## src/rtl/gpu_frame_scheduler.sv

```systemverilog
// Frame scheduler for the Q16 GPU pipeline: pulses frame_start, admits batches under a credit and
// event-memory limit, tracks in-flight batches and reports completion. Optional: GPU_SCHED_WATCHDOG_EN.
module gpu_frame_scheduler #(
  parameter int BATCH        = 10,
  parameter int MEM_DEPTH    = 256,
  parameter int MAX_INFLIGHT = 4
`ifdef GPU_SCHED_WATCHDOG_EN
  ,
  parameter int WDOG_CYCLES  = 1024
`endif
) (
  input  logic        clk,
  input  logic        reset,
  input  logic        frame_req,
  input  logic [15:0] frame_batches,
  input  logic        batch_valid,
  output logic        batch_ready,
  output logic        in_valid,
  output logic        frame_start,
  input  logic        rast_valid,
  input  logic [31:0] mem_write_count,
  output logic        busy,
  output logic        frame_done,
  output logic        mem_full,
  output logic        proto_err,
  output logic        timeout,
  output logic [15:0] batches_issued
);

  localparam int IW = $clog2(MAX_INFLIGHT + 1);
  localparam logic [IW-1:0] INFL_ZERO = {IW{1'b0}};
  localparam logic [IW-1:0] INFL_ONE  = IW'(1);
  localparam logic [IW-1:0] INFL_MAX  = IW'(MAX_INFLIGHT);
  localparam logic [32:0]   DEPTH_33  = 33'(MEM_DEPTH);
  localparam logic [32:0]   BATCH_33  = 33'(BATCH);

  typedef enum logic [2:0] {
    S_IDLE  = 3'd0,
    S_CLEAR = 3'd1,
    S_ISSUE = 3'd2,
    S_DRAIN = 3'd3,
    S_DONE  = 3'd4
  } state_t;

  state_t        state;
  logic [15:0]   remaining;
  logic [IW-1:0] inflight;
  logic [IW:0]   inflight_inc;
  logic [32:0]   mem_need;
  logic          fits;
  logic          accept;
  logic          rast_ok;
  logic          wdog_fire;

  // Worst case if one more batch is admitted: every in-flight batch plus the new one writes BATCH
  // entries. Evaluated at 33 bits so a fill level near 2^32 cannot wrap into a false fit.
  assign inflight_inc = {1'b0, inflight} + {{IW{1'b0}}, 1'b1};
  assign mem_need     = {1'b0, mem_write_count} + (33'(inflight_inc) * BATCH_33);
  assign fits         = (mem_need <= DEPTH_33);

  assign batch_ready = (state == S_ISSUE) && (remaining != 16'd0) &&
                       (inflight < INFL_MAX) && fits;
  assign accept      = batch_valid && batch_ready;
  assign in_valid    = accept;
  assign rast_ok     = rast_valid && (inflight != INFL_ZERO);

`ifdef GPU_SCHED_WATCHDOG_EN
  localparam int WW = $clog2(WDOG_CYCLES + 1);
  localparam logic [WW-1:0] WDOG_LAST = WW'(WDOG_CYCLES - 1);
  logic [WW-1:0] wdog_cnt;
  logic          wdog_count_en;

  assign wdog_count_en = ((state == S_ISSUE) || (state == S_DRAIN)) &&
                         (inflight != INFL_ZERO) && !rast_valid;
  assign wdog_fire     = wdog_count_en && (wdog_cnt == WDOG_LAST);

  // Stall counter: runs only while batches are outstanding and the rasterizer is silent.
  always_ff @(posedge clk or posedge reset) begin
    if (reset) begin
      wdog_cnt <= {WW{1'b0}};
    end else if (wdog_count_en && !wdog_fire) begin
      wdog_cnt <= wdog_cnt + WW'(1);
    end else begin
      wdog_cnt <= {WW{1'b0}};
    end
  end
`else
  assign wdog_fire = 1'b0;
`endif

  // Frame FSM, credit tracking and all registered status outputs.
  always_ff @(posedge clk or posedge reset) begin
    if (reset) begin
      state          <= S_IDLE;
      remaining      <= 16'd0;
      inflight       <= INFL_ZERO;
      busy           <= 1'b0;
      frame_start    <= 1'b0;
      frame_done     <= 1'b0;
      mem_full       <= 1'b0;
      proto_err      <= 1'b0;
      timeout        <= 1'b0;
      batches_issued <= 16'd0;
    end else begin
      frame_start <= 1'b0;
      frame_done  <= 1'b0;

      if (wdog_fire) begin
        inflight <= INFL_ZERO;
      end else if (accept && !rast_ok) begin
        inflight <= inflight + INFL_ONE;
      end else if (rast_ok && !accept) begin
        inflight <= inflight - INFL_ONE;
      end else begin
        inflight <= inflight;
      end

      case (state)
        S_IDLE: begin
          if (frame_req) begin
            remaining      <= frame_batches;
            batches_issued <= 16'd0;
            mem_full       <= 1'b0;
            proto_err      <= 1'b0;
            timeout        <= 1'b0;
            frame_start    <= 1'b1;
            busy           <= 1'b1;
            state          <= S_CLEAR;
          end else begin
            state <= S_IDLE;
          end
        end
        S_CLEAR: begin
          state <= S_ISSUE;
        end
        S_ISSUE: begin
          if (accept) begin
            remaining      <= remaining - 16'd1;
            batches_issued <= batches_issued + 16'd1;
          end else begin
            remaining <= remaining;
          end
          if (wdog_fire) begin
            timeout    <= 1'b1;
            frame_done <= 1'b1;
            state      <= S_DONE;
          end else if (remaining == 16'd0) begin
            state <= S_DRAIN;
          end else if (!fits && (inflight == INFL_ZERO)) begin
            // Nothing left to retire, so memory will never make room for the next batch.
            mem_full <= 1'b1;
            state    <= S_DRAIN;
          end else begin
            state <= S_ISSUE;
          end
        end
        S_DRAIN: begin
          if (wdog_fire) begin
            timeout    <= 1'b1;
            frame_done <= 1'b1;
            state      <= S_DONE;
          end else if (inflight == INFL_ZERO) begin
            frame_done <= 1'b1;
            state      <= S_DONE;
          end else begin
            state <= S_DRAIN;
          end
        end
        S_DONE: begin
          busy  <= 1'b0;
          state <= S_IDLE;
        end
        default: begin
          busy  <= 1'b0;
          state <= S_IDLE;
        end
      endcase

      // A retire pulse with nothing outstanding is a pipeline protocol violation.
      if (rast_valid && (inflight == INFL_ZERO)) begin
        proto_err <= 1'b1;
      end
    end
  end

endmodule

```

## config.mk

```make
export PLATFORM = sky130hd
export DESIGN_NAME = gpu_frame_scheduler
export DESIGN_NICKNAME = d
export VERILOG_FILES = /design/src/rtl/gpu_frame_scheduler.sv
export SDC_FILE = /design/constraint.sdc
export NUM_CORES = 1
export LEC_CHECK = 0
export ABC_AREA = 1
export CAP_MARGIN = 20
export CORE_MARGIN = 2
export CORE_UTILIZATION = 51
export CTS_BUF_LIST = sky130_fd_sc_hd__clkbuf_4
export DETAILED_ROUTE_END_ITERATION = 16
export PLACE_DENSITY = 0.83
export SLEW_MARGIN = 0
export SYNTH_ARGS = -nofsm -noshare
export SYNTH_HDL_FRONTEND = slang
export SYNTH_SLANG_ARGS = --single-unit
```

## constraint.sdc

```tcl
create_clock -name clk -period 4.29 [get_ports clk]
set_clock_uncertainty 0.05 [all_clocks]
set_input_delay 0.858 -clock clk [delete_from_list [all_inputs] [get_ports clk]]
set_output_delay 0.858 -clock clk [all_outputs]
set_load 0.02 [all_outputs]
```

==> qor.yml <==
floorplan:
  dieWidth_um: 98.3
  die_h_um: 98.3
  die_area_um2: 9660
  start_util_pct: 52.3
  ios: 77
  rows: 34
  coreArea_um2: 8680
worst_setup_path:
  startpoint_type: "register"
  cp.buffers_inverters: 4
  cp_slowest_cell: "dfrtp_1"
  cpPeakStageDelay_ns: 0.44
  crit_family: "simple AND/OR/NAND/NOR gates"
  cp.required_ns: 3.38
  worstPathCellList: "ha_2, xor2_2, ha_2, ha_4, xor2_1, ha_1, nand2_2, inv_2, buf_4, buf_4, nand2_1, nand3_1, nand2_1, nand2_1, nor2_1, nand2_1, nor2_1, nand2_1, nand2_2, nand3_4, nor4_4, buf_4"
  crit_arrival_ns: 3.82
  timing.critical_path.mode_cell: "nand2_1"
  critPathCaptureType: "output pin"
  path_class: "reg -> out"
  crit_path_max_fanout: 4
place:
  portBuffers: 75
  gp_congestion: 0.953
  place_inst: 1035
  post-dp-hpwl_um: 11000
  dpl-instance-area_um2: 5940
synth:
  synth-compound-area-share_pct: 4.28
  netlist_area_um2: 4540
  synth.avg_cell_area_um2: 5.76
  synthAdderAreaFrac_pct: 5.30
  yosys.cell_types.count: 36
  ys_seq_area_share_pct: 23.7
  synth_mux_area_share_pct: 0
  synth_cells: 788
  synthSimpleGateAreaFrac_pct: 51.1
  ys_warn_count: 0
  syn_nets: 859
  synth_top_family_by_area: "simple AND/OR/NAND/NOR gates"
  synth-xor-area-share_pct: 4.83
  ys_ff_latch: 43
sta:
  fmax_mhz: 211
  fin_crit_ns: 4.73
  slew_violations: 0
  rsz0062_at_grt: "yes"
  fin_crit_sh_pct: 110
  worst_pin_slew_ns: 0.971
  setup_viol: 4
  worst_slack_ns: -0.440
  slew_headroom_pct: 35.2
  finalHoldViolations: 0
global_route:
  grt_usage_pct: 30.5
  grt_antenna_before_repair: 0
  grt_pass1_wl_um: 24500
  grt_remaining_overflow: 0
  grt_start_max_net_pins: 34
  grt_pass1_vias: 5351
cts:
  postCtsHoldBufs: 0
  numCtsBuffers: 5
  numClockSinks: 43
  cts.clk_slew.worst_paths_ns: 0.14
  cts_tree: "built"
  cts-root-buf: "clkbuf_4"
  cts_buffer_depth: 2
  clk_latency_ns: 0.37
  htree_levels: 2
layout:
  post-route-util_pct: 76.2
  drive_above_1_share_pct: 22.6
  final_cell_mix: "254 x nand2_1, 93 x buf_4, 90 x nor2_1"
  syn2layout_area_growth_pct: 45.8
  mostFrequentLayoutCell: "nand2_1"
  final_area_um2: 6620
  nFillCells: 688
  finalNetCount: 1021
  fin_cells: 1059
  n_antenna_cell: 0
route:
  drt_iter0_markers: 354
  wl_um: 15200
  detail-route-antenna-nets: 0
  drc_errors: 0
  drtPass1Iterations: 5
  wire_per_inst_um: 14.3
  viasPerCell: 5.30
  num_vias: 5609
status:
  status: "finished, violations left"
  violations: "setup timing"
power:
  finalPower_mw: 4.16
  power_density_nw_per_um2: 629
  p_leak_nw: 3.33
  vdd_ir_drop_max_uv: 1170
worst_hold_path:
  hp-class: "reg -> reg"
job:
  maxCapViolCount: 0
-- layer usage --
layer  vias up  routed length (um)  global-route usage (%)
met3        34                 869                    3.72
met4         0                 370                    8.54
met2       206                7320                    51.5
met5         -                   0                       0
li1       2800                   -                       -
met1      2569                6610                    41.2
-- worst reg2reg max path, delay by kind of cell, from the launching register on --
family / cells / cell delay [ns]
AND/OR/NAND/NOR: 16 / 1.46
flip-flops: 1 / 0.44
adder cells (fa/ha/maj): 6 / 1.47
XOR/XNOR: 3 / 0.49
buffers and inverters: 5 / 0.51
-- layout make-up --
type	instances	area, um^2	share of cell area (%)
Timing Repair Buffer	172	1500	22.6
Multi-Input combinational cell	624	3430	51.9
Sequential cell	43	1080	16.3
Clock inverter	3	42.5	0.643
Inverter	104	393	5.94
Clock buffer	5	37.5	0.567
Tap cell	108	135	2.04
-- logic make-up after synthesis --
family,Yosys count
and+or+nand+nor,544
buffers and inverters,121
DFF,43
AOI/OAI and AO/OA,36
xor gates and xnor gates,25
adders and majority gates,18
other,1
-- where the power goes --
part           internal (mW)  switching [mW]
Clock                  0.123           0.144
Combinational           1.34            1.91
Sequential             0.519           0.123
-- state kept, by name (all words and copies together), names as in the netlist --
name            count
mem_full            1
batches_issued     16
proto_err           1
frame_done          1
remaining          16
inflight            3
busy                1
state               3
frame_start         1
-- through the flow --
| step | setup TNS (ns) | setup WS (ns) | hold slack [ns] |
|---|---|---|---|
| after global placement | -1.46 | -0.667 | 0.440 |
| after global routing | -2.21 | -0.630 | 0.496 |
| final | -1.15 | -0.440 | 0.476 |
| after floorplan | -0.0855 | -0.0855 | 0.426 |
| after detailed placement | -1.62 | -0.731 | 0.445 |
| after CTS | -0.852 | -0.462 | 0.478 |
-- worst paths after layout --
kind                                    startpoint                              to  slack [ns]  depth (start not counted)
setup reg to reg           inflight[0]$_DFFE_PP0P_         inflight[2]$_DFFE_PP0P_       -0.17                         30
min in group asynchronous                    reset            frame_done$_DFF_PP0_        0.95                          2
setup / recovery           inflight[0]$_DFFE_PP0P_                     batch_ready       -0.44                         22
max in group asynchronous                    reset  batches_issued[10]$_DFFE_PP0P_        2.42                          3
hold / removal                mem_full$_DFFE_PP0P_            mem_full$_DFFE_PP0P_        0.48                          2
hold reg to reg               mem_full$_DFFE_PP0P_            mem_full$_DFFE_PP0P_        0.48                          2
-- synthesized netlist by cell type (all sizes together) --
| cell type | instances | share of area, % |
|---|---|---|
| a21oi | 12 | 1.3 |
| a22o | 1 | 0.19 |
| a31oi | 2 | 0.28 |
| and2 | 2 | 0.28 |
| buf | 11 | 1.6 |
| clkbuf | 6 | 0.50 |
| clkinv | 4 | 0.33 |
| conb | 1 | 0.083 |
| dfrtp | 43 | 24 |
| fa | 2 | 0.88 |
| ha | 16 | 4.4 |
| inv | 100 | 8.3 |
| nand2 | 288 | 24 |
| nand3 | 102 | 11 |
| nand3b | 7 | 1.2 |
| nand4 | 11 | 1.8 |
| nor2 | 112 | 9.6 |
| nor3 | 16 | 1.8 |
| nor3b | 1 | 0.17 |
| nor4 | 4 | 0.55 |
| o211ai | 1 | 0.17 |
| o21ai | 18 | 2.0 |
| o31ai | 2 | 0.33 |
| or2 | 1 | 0.14 |
| xnor2 | 5 | 0.97 |
| xor2 | 20 | 3.9 |
-- repair_timing --
action | CTS | global route
gates resized for setup | 76 | 53
pin swaps | 39 | 43
buffers inserted | 9 | 7
setup endpoints to repair | 4 | 36
(Power assumes the default switching activity.)
